<file path="src/rtl/fact_accel_if.sv">
// -----------------------------------------------------------------------------
// fact_accel_if
//
// Memory-mapped factorial accelerator for the MIPS SoC bus. It holds a 4-word
// register window and an iterative engine that computes n!, one multiply per
// clock. A multiply whose product no longer fits in R_W bits aborts the run and
// raises ResErr.
//
// Register window (word address A):
//   0  N       rw  operand n (N_W bits, zero-extended on read)
//   1  GO      rw  bit 0; writing 1 launches a run when the engine is idle
//   2  STATUS  ro  {29'b0, Busy, ResDone, ResErr}
//   3  RESULT  ro  last successful result (R_W bits, zero-extended on read)
//
// Ports:
//   clk  in   1     system clock, all state on the rising edge
//   rst  in   1     asynchronous, active-high reset
//   A    in   2     word address
//   WE   in   1     write enable, sampled on the rising edge of clk
//   WD   in   N_W   write data
//   RD   out  32    read data, combinational from A
//
// Bus handshake: there is no valid/ready pair. A write is accepted on every
// rising edge where WE is high; a read is a pure combinational decode of A
// with no wait states.
// -----------------------------------------------------------------------------
module fact_accel_if #(
   parameter int N_W = 4,
   parameter int R_W = 32
) (
   input  logic           clk,
   input  logic           rst,
   input  logic [1:0]     A,
   input  logic           WE,
   input  logic [N_W-1:0] WD,
   output logic [31:0]    RD
);

   localparam logic [1:0] ADDR_N      = 2'd0;
   localparam logic [1:0] ADDR_GO     = 2'd1;
   localparam logic [1:0] ADDR_STATUS = 2'd2;
   localparam logic [1:0] ADDR_RESULT = 2'd3;

   localparam logic [N_W-1:0] CNT_ONE = N_W'(1);
   localparam logic [R_W-1:0] ACC_ONE = R_W'(1);

   typedef enum logic {
      S_IDLE = 1'b0,
      S_MUL  = 1'b1
   } state_t;

   // Bus-side registers
   logic [N_W-1:0] n_q;
   logic           go_q;
   logic           go_pulse_q;

   // Engine registers
   state_t         state_q;
   logic [R_W-1:0] acc_q;
   logic [N_W-1:0] cnt_q;
   logic [R_W-1:0] res_q;
   logic           done_q;
   logic           err_q;

   logic             go_cmb;
   logic             busy;
   logic [2*R_W-1:0] prod;
   logic             prod_ovf;

   // A GO write with bit 0 set is the launch command.
   assign go_cmb = WE && (A == ADDR_GO) && WD[0];
   assign busy   = (state_q == S_MUL);

   // Full-width product so the upper half can be tested for overflow.
   // N_W <= R_W, so cnt always fits in the zero-extended operand.
   assign prod     = {{R_W{1'b0}}, acc_q} * {{(2*R_W-N_W){1'b0}}, cnt_q};
   assign prod_ovf = |prod[2*R_W-1:R_W];

   // ---------------------------------------------------------------------------
   // Bus-side register file. N may be rewritten at any time; a running
   // computation keeps using its own latched copy in cnt_q.
   // ---------------------------------------------------------------------------
   always_ff @(posedge clk or posedge rst) begin
      if (rst) begin
         n_q        <= '0;
         go_q       <= 1'b0;
         go_pulse_q <= 1'b0;
      end else begin
         go_pulse_q <= go_cmb;
         if (WE && (A == ADDR_N)) begin
            n_q <= WD;
         end
         if (WE && (A == ADDR_GO)) begin
            go_q <= WD[0];
         end
      end
   end

   // ---------------------------------------------------------------------------
   // Engine FSM with registered result and flags.
   // IDLE: a launch command clears the sticky flags on the edge it is written;
   //       the registered go pulse one cycle later moves the engine into MUL.
   // MUL:  multiply acc by the descending counter until cnt <= 1, or abort on
   //       the first multiply that overflows R_W bits (Result kept).
   // Launch commands seen while in MUL are ignored entirely.
   // ---------------------------------------------------------------------------
   always_ff @(posedge clk or posedge rst) begin
      if (rst) begin
         state_q <= S_IDLE;
         acc_q   <= '0;
         cnt_q   <= '0;
         res_q   <= '0;
         done_q  <= 1'b0;
         err_q   <= 1'b0;
      end else begin
         case (state_q)
            S_IDLE: begin
               if (go_cmb) begin
                  done_q <= 1'b0;
                  err_q  <= 1'b0;
               end
               if (go_pulse_q) begin
                  state_q <= S_MUL;
                  acc_q   <= ACC_ONE;
                  cnt_q   <= n_q;
               end
            end
            S_MUL: begin
               if (cnt_q <= CNT_ONE) begin
                  // 0! and 1! land here on the first MUL cycle with acc = 1.
                  state_q <= S_IDLE;
                  res_q   <= acc_q;
                  done_q  <= 1'b1;
               end else if (prod_ovf) begin
                  state_q <= S_IDLE;
                  err_q   <= 1'b1;
                  done_q  <= 1'b1;
               end else begin
                  acc_q <= prod[R_W-1:0];
                  cnt_q <= cnt_q - CNT_ONE;
               end
            end
            default: begin
               state_q <= S_IDLE;
            end
         endcase
      end
   end

   // ---------------------------------------------------------------------------
   // Read decode. Every source is a register, so reset forces RD to 0 at once.
   // ---------------------------------------------------------------------------
   always_comb begin
      RD = 32'd0;
      case (A)
         ADDR_N:      RD = 32'(n_q);
         ADDR_GO:     RD = {31'd0, go_q};
         ADDR_STATUS: RD = {29'd0, busy, done_q, err_q};
         ADDR_RESULT: RD = 32'(res_q);
         default:     RD = 32'd0;
      endcase
   end

endmodule

</file>
<file path="config.mk">
export PLATFORM = sky130hd
export DESIGN_NAME = fact_accel_if
export DESIGN_NICKNAME = d
export VERILOG_FILES = /design/src/rtl/fact_accel_if.sv
export SDC_FILE = /design/constraint.sdc
export NUM_CORES = 1
export LEC_CHECK = 0
export ABC_AREA = 1
export BUFFER_PORTS_ARGS = -buffer_cell sky130_fd_sc_hd__buf_2
export CORE_MARGIN = 2
export CORE_UTILIZATION = 39
export DETAILED_ROUTE_END_ITERATION = 16
export MAX_ROUTING_LAYER = met4
export SETUP_SLACK_MARGIN = 0.02
export SYNTH_ARGS = -nofsm -noshare
export SYNTH_HDL_FRONTEND = slang
export SYNTH_SLANG_ARGS = --single-unit
</file>
<file path="constraint.sdc">
create_clock -name clk -period 5.7 [get_ports clk]
set_input_delay 1.71 -clock clk [delete_from_list [all_inputs] [get_ports clk]]
set_output_delay 1.71 -clock clk [all_outputs]
set_load 0.01 [all_outputs]
</file>
# Word-level counts from Yosys, hierarchy flattened
# Index checks and enable logic that the tools add are counted.
[word_totals] regBits=77 inputBits=9 out_inout_bits=32 wordCells=50
[op_classes] addsub=1 mul=1 magnitude_cmp=1 eq_ne=9 muxes=19 n_bitwise=1 reduce_logical=9
[ops] operator="$pmux W32 S4" count=1
[ops] operator="$mux W32" count=3
[ops] operator="$pmux W32 S2" count=1
[ops] operator="$mul A32 B4 Y36" count=1
[ops] operator="$mux W4" count=3
[ops] operator="$ne A2 B2 Y1 const B" count=4
[ops] operator="$pmux W4 S2" count=1
[ops] operator="$mux W1" count=7
[ops] operator="$pmux W1 S2" count=3
[ops] operator="$reduce_and A3 Y1" count=2
[ops] operator="$eq A2 B2 Y1 const B" count=2
[ops] operator="$le A4 B1 Y1 const B" count=1
[ops] operator="$reduce_and A2 Y1" count=2
[ops] operator="$reduce_or A4 Y1" count=1
[ops] operator="$sub A4 B1 Y4 const B" count=1
[ops] operator="$logic_and A1 B1 Y1" count=3
[ops] operator="$ne A3 B1 Y1 const B" count=1
[ops] operator="$eq A2 B1 Y1 const B" count=1
[ops] operator="$logic_not A2 Y1" count=1
[ops] operator="$ne A2 B1 Y1 const B" count=1
[ops] operator="$not A1 Y1" count=1

# Longest topological paths before layout
# Gate-level depths: netlist of the first run.
[depth] ltp_word=5 ltp_mapped=27 ltp_nobuf=24

# Worst setup path after synthesis of the first run
# No wires, ideal clock.
[synth_path] path_type="input-to-output" from="input A[0]" to="output RD[3]" t_arrival_ns=2.272 t_required_ns=3.990 slack_ns=1.718 cell_stages=3 path_buffers=1 path_cell_list="nand2_1 > clkbuf_1 > o21ai_0"
[synth_via] elab_chain_len=2 elab_cells_between_ends=5 cone_classes="3 x eq/ne; 1 x mux; 1 x reduce/logical"
[synth_rtl] item="from (decl)" line="33" text="input logic [1:0] A,"
[synth_rtl] item="$eq A2 B2 Y1 (tied with other cells)" line="155" text="case (A)"
[synth_rtl] item="$pmux W32 S4 (*)" line="155"
[synth_rtl] item="to (decl)" line="36" text="output logic [31:0] RD"
# Mark *: on every way between the ends. The rest lies on a longest branch, timed or not.

# Worst setup path after layout of the first run
[layout_path] from="register cnt_q[2]" to="register acc_q[31]"
[layout_via] elab_chain_len=4 elab_cells_between_ends=9 cone_classes="1 x mul; 1 x order compare; 2 x eq/ne; 3 x mux; 2 x reduce/logical"
[layout_rtl] item="from (decl)" line="60" text="logic [N_W-1:0] cnt_q;"
[layout_rtl] item="from (signal assigned)" line="125" text="cnt_q <= n_q;"
[layout_rtl] item="from (signal assigned)" line="140" text="cnt_q <= cnt_q - CNT_ONE;"
[layout_rtl] item="$mul A32 B4 Y36" line="76" text="assign prod = {{R_W{1'b0}}, acc_q} * {{(2*R_W-N_W){1'b0}}, cnt_q};"
[layout_rtl] item="$reduce_or A4 Y1 / $mux W32 (equally long branches)" line="77, 134"
[layout_rtl] item="$ne A2 B2 Y1 (no line) / $mux W32 (equally long branches)"
[layout_rtl] item="$reduce_and A3 Y1 (no line) / $pmux W32 S2 (equally long branches)"
[layout_rtl] item="to (signal assigned)" line="139" text="acc_q <= prod[R_W-1:0];"
[layout_rtl] item="to (decl)" line="59" text="logic [R_W-1:0] acc_q;"
# Parallel ways exist; a longest one is shown, timed or not. The select of a mux whose other input is x is not followed.
# A chain may end at the register's enable or synchronous reset.

==> results.sh, run 1 <==
export IMPL_ys_async_sr_fraction_pct=100
export IMPL_cp_startpoint="cnt_q[2]"
export IMPL_synthAdderAreaFrac_pct=21.1
export IMPL_grt_pass1_vias=7160
export IMPL_startpoint_type="flip-flop"
export IMPL_hold_viol=0
export IMPL_synth_most_common_cell="nand2_1"
export IMPL_syn_nets=1331
export IMPL_cts_hold_buf=0
export IMPL_clk_transition_reported_paths_ps=60
export IMPL_dr_pass1_iters=5
export IMPL_setup_violations_final=0
export IMPL_gp_congestion=0.908
export IMPL_synth_xor_xnor_area_share_pct=1.18
export IMPL_drt_iter0_drc=403
export IMPL_max_freq_mhz=205
export IMPL_yosysWarnings=0
export IMPL_cts_htree_levels=3
export IMPL_tns_ps=0
export IMPL_drv_slew=0
export IMPL_drc_errors=0
export IMPL_rows=52
export IMPL_period_share_pct=85.7
export IMPL_grt_ovfl_total=0
export IMPL_fin_skew_ps=11.9
export IMPL_rsz0062_at_grt="false"
export IMPL_fin_nets=1354
export IMPL_synth_largest_area_cell="dfrtp_1"
export IMPL_area_growth_pct=8.68
export IMPL_rr_worst_depth=19
export IMPL_cp_required_ps=5990
export IMPL_final_antenna_net_count=0
export IMPL_antenna_found_initial=0
export IMPL_max_slew_margin_pct=23.6
export IMPL_ctsResizeCount=0
export IMPL_drv_cap=0
export IMPL_worstSetupPathType="reg -> reg"
export IMPL_crit_fanout=34
export IMPL_cts_setup_buffers=0
export IMPL_synth_main_ff_cell="dfrtp_1"
export IMPL_fp_dieH_um=149
export IMPL_port_buffers=40
export IMPL_timing_rr_start="cnt_q[2]"
export IMPL_routedWlPerCell_um=13.6
export IMPL_critPathArrivalTime_ps=5170
export IMPL_clkSinkCount=77
export IMPL_dieArea_mm2=0.0221
export IMPL_diodes=0
export IMPL_timing_rr_end="acc_q[31]"
export IMPL_dp_slack_ps=837
export IMPL_cts_tree="done"
export IMPL_hold_path_class="reg -> reg"
export IMPL_cts_max_path_buffers=2
export IMPL_cellLeakagePower_uw=0.00534
export IMPL_cts_buffers_inserted=9
export IMPL_core_mm2=0.0204
export IMPL_cts_root_buf="clkbuf_16"
export IMPL_ir_drop_v=0.000180
export IMPL_grt_use_total_pct=20.6
export IMPL_netlist_top_cells_count="395 x nand2_1, 285 x inv_1, 94 x nor2_1"
export IMPL_powerDensity_mw_per_mm2=227
export IMPL_status="complete, no violations"
export IMPL_final_setup_worst_slack_ps=815
export IMPL_synth_top_cell_area_share_pct=23.6
export IMPL_tightestPinTransition_ps=1140
export IMPL_grt_max_degree=49
export IMPL_initial_core_util_pct=40.0
export IMPL_ys_seq_area_share_pct=23.6
export IMPL_synthMuxAreaShare_pct=0.275
export IMPL_worstSkewPairLatency_ps=360
export IMPL_rrSetupSlack_ps=810
export IMPL_io_pins=41
export IMPL_wl_um=20600
export IMPL_synth_area_mm2=0.00818
export IMPL_yosys_top_cells_area="dfrtp_1 24%, nand2_1 18%, fa_1 15%"
export IMPL_synth_top_family_by_area="simple AND/OR/NAND/NOR gates"
export IMPL_ys_seq_elements=77
export IMPL_fp_dieW_um=149
export IMPL_hpwl_um=15000
export IMPL_synth_edf_count=0
export IMPL_crit_end="acc_q[31]"
export IMPL_synth_cell_types=40
export IMPL_synth_compound_area_share_pct=8.26
export IMPL_num_vias=7118
export IMPL_p_total_uw=2020
export IMPL_setup_worst_path_end_class="flip-flop"
export IMPL_whs_ps=488
export IMPL_final_core_utilization_pct=43.5
export IMPL_via_per_inst=4.69
export IMPL_grt_pass1_wl_um=35200
export IMPL_syn_area_per_cell_um2=6.70
export IMPL_final_layout_size_suffix_gt1_share_pct=8.97
export IMPL_syn_instance_count=1220
export IMPL_period_minus_slack_ps=4890
export IMPL_synth_simple_area_share_pct=29.9
## critical path, cell delays in order (launching register included)
cell and delay (ps):
dfrtp_1 810, buf_4 420, nand2_1 130, fa_1 520, inv_1 60, fa_1 470
ha_1 350, a21oi_1 180, o21ai_0 190, nand2_1 100, nand2_1 60, a21oi_1 150
nand2_1 80, nand2_1 70, nand3_2 80, nor2_4 140, nand3_2 300, nand2_4 500
nand2_1 120, nand2_1 80
## worst min-delay path by stage
stage                        start        to  cells past startpoint
after global routing      res_q[1]  res_q[1]                      2
final                         go_q      go_q                      2
after global placement    res_q[2]  res_q[2]                      2
after detailed placement  res_q[2]  res_q[2]                      2
after floorplan             done_q    done_q                      2
after CTS                     go_q      go_q                      2
## sequential cells by signal, indices dropped and copies added (netlist names), 4 cells and up
| signal | flops |
|---|---|
| acc_q | 32 |
| res_q | 32 |
| cnt_q | 4 |
| n_q | 4 |
## layer usage
layer	vias up	GRT usage [%]	wire length [um]	share of wire (%)
li1	3655	-	-	-
met1	3310	28.5	10200	49
met2	136	31.8	9170	45
met3	17	2.91	907	4.4
met4	0	6.10	331	1.6
met5	-	-	0	0
## per-stage QoR
step / area [um2] / instances
4_1_cts: 8890 / 1518
2_1_floorplan: 8180 / 1220
5_1_grt: 8890 / 1518
6_report: 8890 / 1518
3_3_place_gp: 8610 / 1502
3_5_place_dp: 8610 / 1502
## cell usage in the layout (no fill, tap or decap), types with 2 or more instances in the layout
master	Yosys	routed
nand2_1	395	394
inv_1	285	284
nor2_1	94	93
dfrtp_1	77	77
fa_1	60	60
o21ai_0	52	52
a21oi_1	49	49
ha_1	42	42
buf_2	2	40
nand3_1	39	39
nand3_2	23	23
buf_4	4	11
xnor2_1	9	9
clkbuf_16	0	9
nand2_2	7	8
o21a_1	7	7
a21o_1	5	5
nand4_1	5	5
o21bai_1	4	4
nor3_1	3	3
inv_2	3	3
nor2_4	2	3
clkinvlp_4	0	3
and2_1	2	2
nor2_2	2	2
xor2_1	2	2
clkinv_2	0	2
mux2_2	2	2
a211oi_1	2	2
## kinds of logic after synthesis
kind of cell	after synthesis
and+or+nand+nor	577
xor gates and xnor gates	11
adders and majority gates	102
DFF	77
muxes	2
buffers and inverters	328
AOI/OAI and AO/OA	123
## where the power goes
group | total [uW] | internal (uW) | switching, uW
clock | 559 | 307 | 252
combinational | 739 | 201 | 539
sequential | 722 | 610 | 113
total | 2020 | 1120 | 903
## cell type report
type | instances | area (um2)
inverters | 289 | 1090
well taps | 270 | 338
fillers | 2218 | 11500
clock inverters | 5 | 36.3
repair buffers | 51 | 283
multi-input cells | 815 | 4970
flip-flops and latches | 77 | 1930
clock buffers | 11 | 243
No activity file was read; power rests on OpenSTA's default activity.
==> run 2, diff against run 1 <==
Settings changed: CTS_BUF_LIST set to sky130_fd_sc_hd__clkbuf_2, CTS_CLUSTER_SIZE set to 16.
==> results.sh, run 2 (synthesis gave the netlist of run 1 again) <==
export IMPL_status="complete, no violations"
export IMPL_routedWlPerCell_um=13.6
export IMPL_crit_fanout=34
export IMPL_via_per_inst=4.68
export IMPL_timing_rr_start="cnt_q[2]"
export IMPL_cts_htree_levels=3
export IMPL_grt_use_total_pct=20.5
export IMPL_cts_root_buf="clkbuf_2"
export IMPL_clk_transition_reported_paths_ps=230
export IMPL_tightestPinTransition_ps=1140
export IMPL_fin_skew_ps=50.1
export IMPL_grt_ovfl_total=0
export IMPL_core_mm2=0.0204
export IMPL_multi_input_area_mm2=0.00497
export IMPL_ir_drop_v=0.000153
export IMPL_drt_iter0_drc=380
export IMPL_cellLeakagePower_uw=0.00526
export IMPL_cts_hold_buf=0
export IMPL_p_total_uw=1740
export IMPL_cts_max_path_buffers=2
export IMPL_worstSetupPathType="reg -> reg"
export IMPL_setup_violations_final=0
export IMPL_cp_required_ps=6220
export IMPL_gp_congestion=0.908
export IMPL_max_slew_margin_pct=23.9
export IMPL_wl_um=20600
export IMPL_rsz0062_at_grt="false"
export IMPL_max_freq_mhz=204
export IMPL_area_growth_pct=6.40
export IMPL_dr_pass1_iters=5
export IMPL_crit_end="acc_q[28]"
export IMPL_tns_ps=0
export IMPL_drc_errors=0
export IMPL_ctsResizeCount=0
export IMPL_top_regs="acc_q x32, res_q x32"
export IMPL_timing_rr_end="acc_q[28]"
export IMPL_final_cell_mix="394 x nand2_1, 284 x inv_1, 93 x nor2_1"
export IMPL_whs_ps=521
export IMPL_final_core_utilization_pct=42.6
export IMPL_antenna_found_initial=1
export IMPL_hold_viol=0
export IMPL_cp_startpoint="cnt_q[2]"
export IMPL_dieArea_mm2=0.0221
export IMPL_rr_worst_depth=19
export IMPL_regArea_mm2=0.00193
export IMPL_startpoint_type="flip-flop"
export IMPL_rows=52
export IMPL_powerDensity_mw_per_mm2=200
export IMPL_period_minus_slack_ps=4910
export IMPL_critPathArrivalTime_ps=5430
export IMPL_fp_dieH_um=149
export IMPL_initial_core_util_pct=40.0
export IMPL_final_layout_size_suffix_gt1_share_pct=8.97
export IMPL_drv_slew=0
export IMPL_num_vias=7110
export IMPL_fp_dieW_um=149
export IMPL_worstSkewPairLatency_ps=610
export IMPL_final_antenna_net_count=0
export IMPL_cts_buffers_inserted=9
export IMPL_port_buffers=40
export IMPL_grt_pass1_wl_um=35100
export IMPL_fin_nets=1354
export IMPL_layout_commonest_cell="nand2_1"
export IMPL_cts_tree="done"
export IMPL_grt_pass1_vias=7105
export IMPL_hold_path_class="reg -> reg"
export IMPL_hpwl_um=15000
export IMPL_nFillCells=2249
export IMPL_clkSinkCount=77
export IMPL_cts_setup_buffers=0
export IMPL_rrSetupSlack_ps=790
export IMPL_setup_worst_path_end_class="flip-flop"
export IMPL_period_share_pct=86.2
export IMPL_io_pins=41
export IMPL_drv_cap=0
export IMPL_grt_max_degree=49
run 2: cell count changes in the layout (fill, tap and decap cells not counted), sizes merged:
cell    delta
clkbuf     -1
diode      +1
clkinv     +1
run 2: worst min path at each step:
stage / from / to / slack (ps) / cells after the start
floorplan: done_q / done_q / 440 / 2
finish: go_q / go_q / 520 / 2
global placement: res_q[2] / res_q[2] / 460 / 2
global route: res_q[1] / res_q[1] / 560 / 2
detailed placement: res_q[2] / res_q[2] / 470 / 2
CTS: go_q / go_q / 530 / 2
run 2: worst max-delay path, stage by stage, from the launching register on:
cell and delay (ps):
dfrtp_1 860, buf_4 410, nand2_1 130, fa_1 520
inv_1 60, fa_1 470, ha_1 350, a21oi_1 180
o21ai_0 190, nand2_1 100, nand2_1 60, a21oi_1 150
nand2_1 80, nand2_1 70, nand3_2 80, nor2_4 140
nand3_2 290, nand2_4 500, nand2_1 110, nand2_1 80
run 2: through the flow:
stage          worst slack (ps)  cells  instance area [um2]
4_1_cts                     748   1518                 8700
3_5_place_dp                837   1502                 8610
3_3_place_gp                917   1502                 8610
6_report                    789   1519                 8700
5_1_grt                     299   1519                 8700
2_1_floorplan              1720   1220                 8180
run 2: report_power, final:
group | switching [uW] | internal (uW) | leakage (uW)
Combinational | 536 | 201 | 0.00416
Clock | 221 | 57.1 | 0.0000516
Sequential | 112 | 609 | 0.00105
Total | 870 | 867 | 0.00526
run 2: area by class of cell:
cell class / count / area share, %
diodes: 1 / 0.0288
well taps: 270 / 3.88
repair buffers: 51 / 3.25
flip-flops and latches: 77 / 22.1
clock inverters: 6 / 0.460
clock buffers: 10 / 0.575
multi-input cells: 815 / 57.2
inverters: 289 / 12.5
run 2: routing by layer:
metal  track usage, %  vias to the layer above  part of all wire (%)
met3             3.46                       17                   4.1
met4             4.10                        0                   1.0
met1             28.5                     3307                    50
met5                -                        -                     0
met2             31.8                      124                    45
li1                 -                     3662                     -
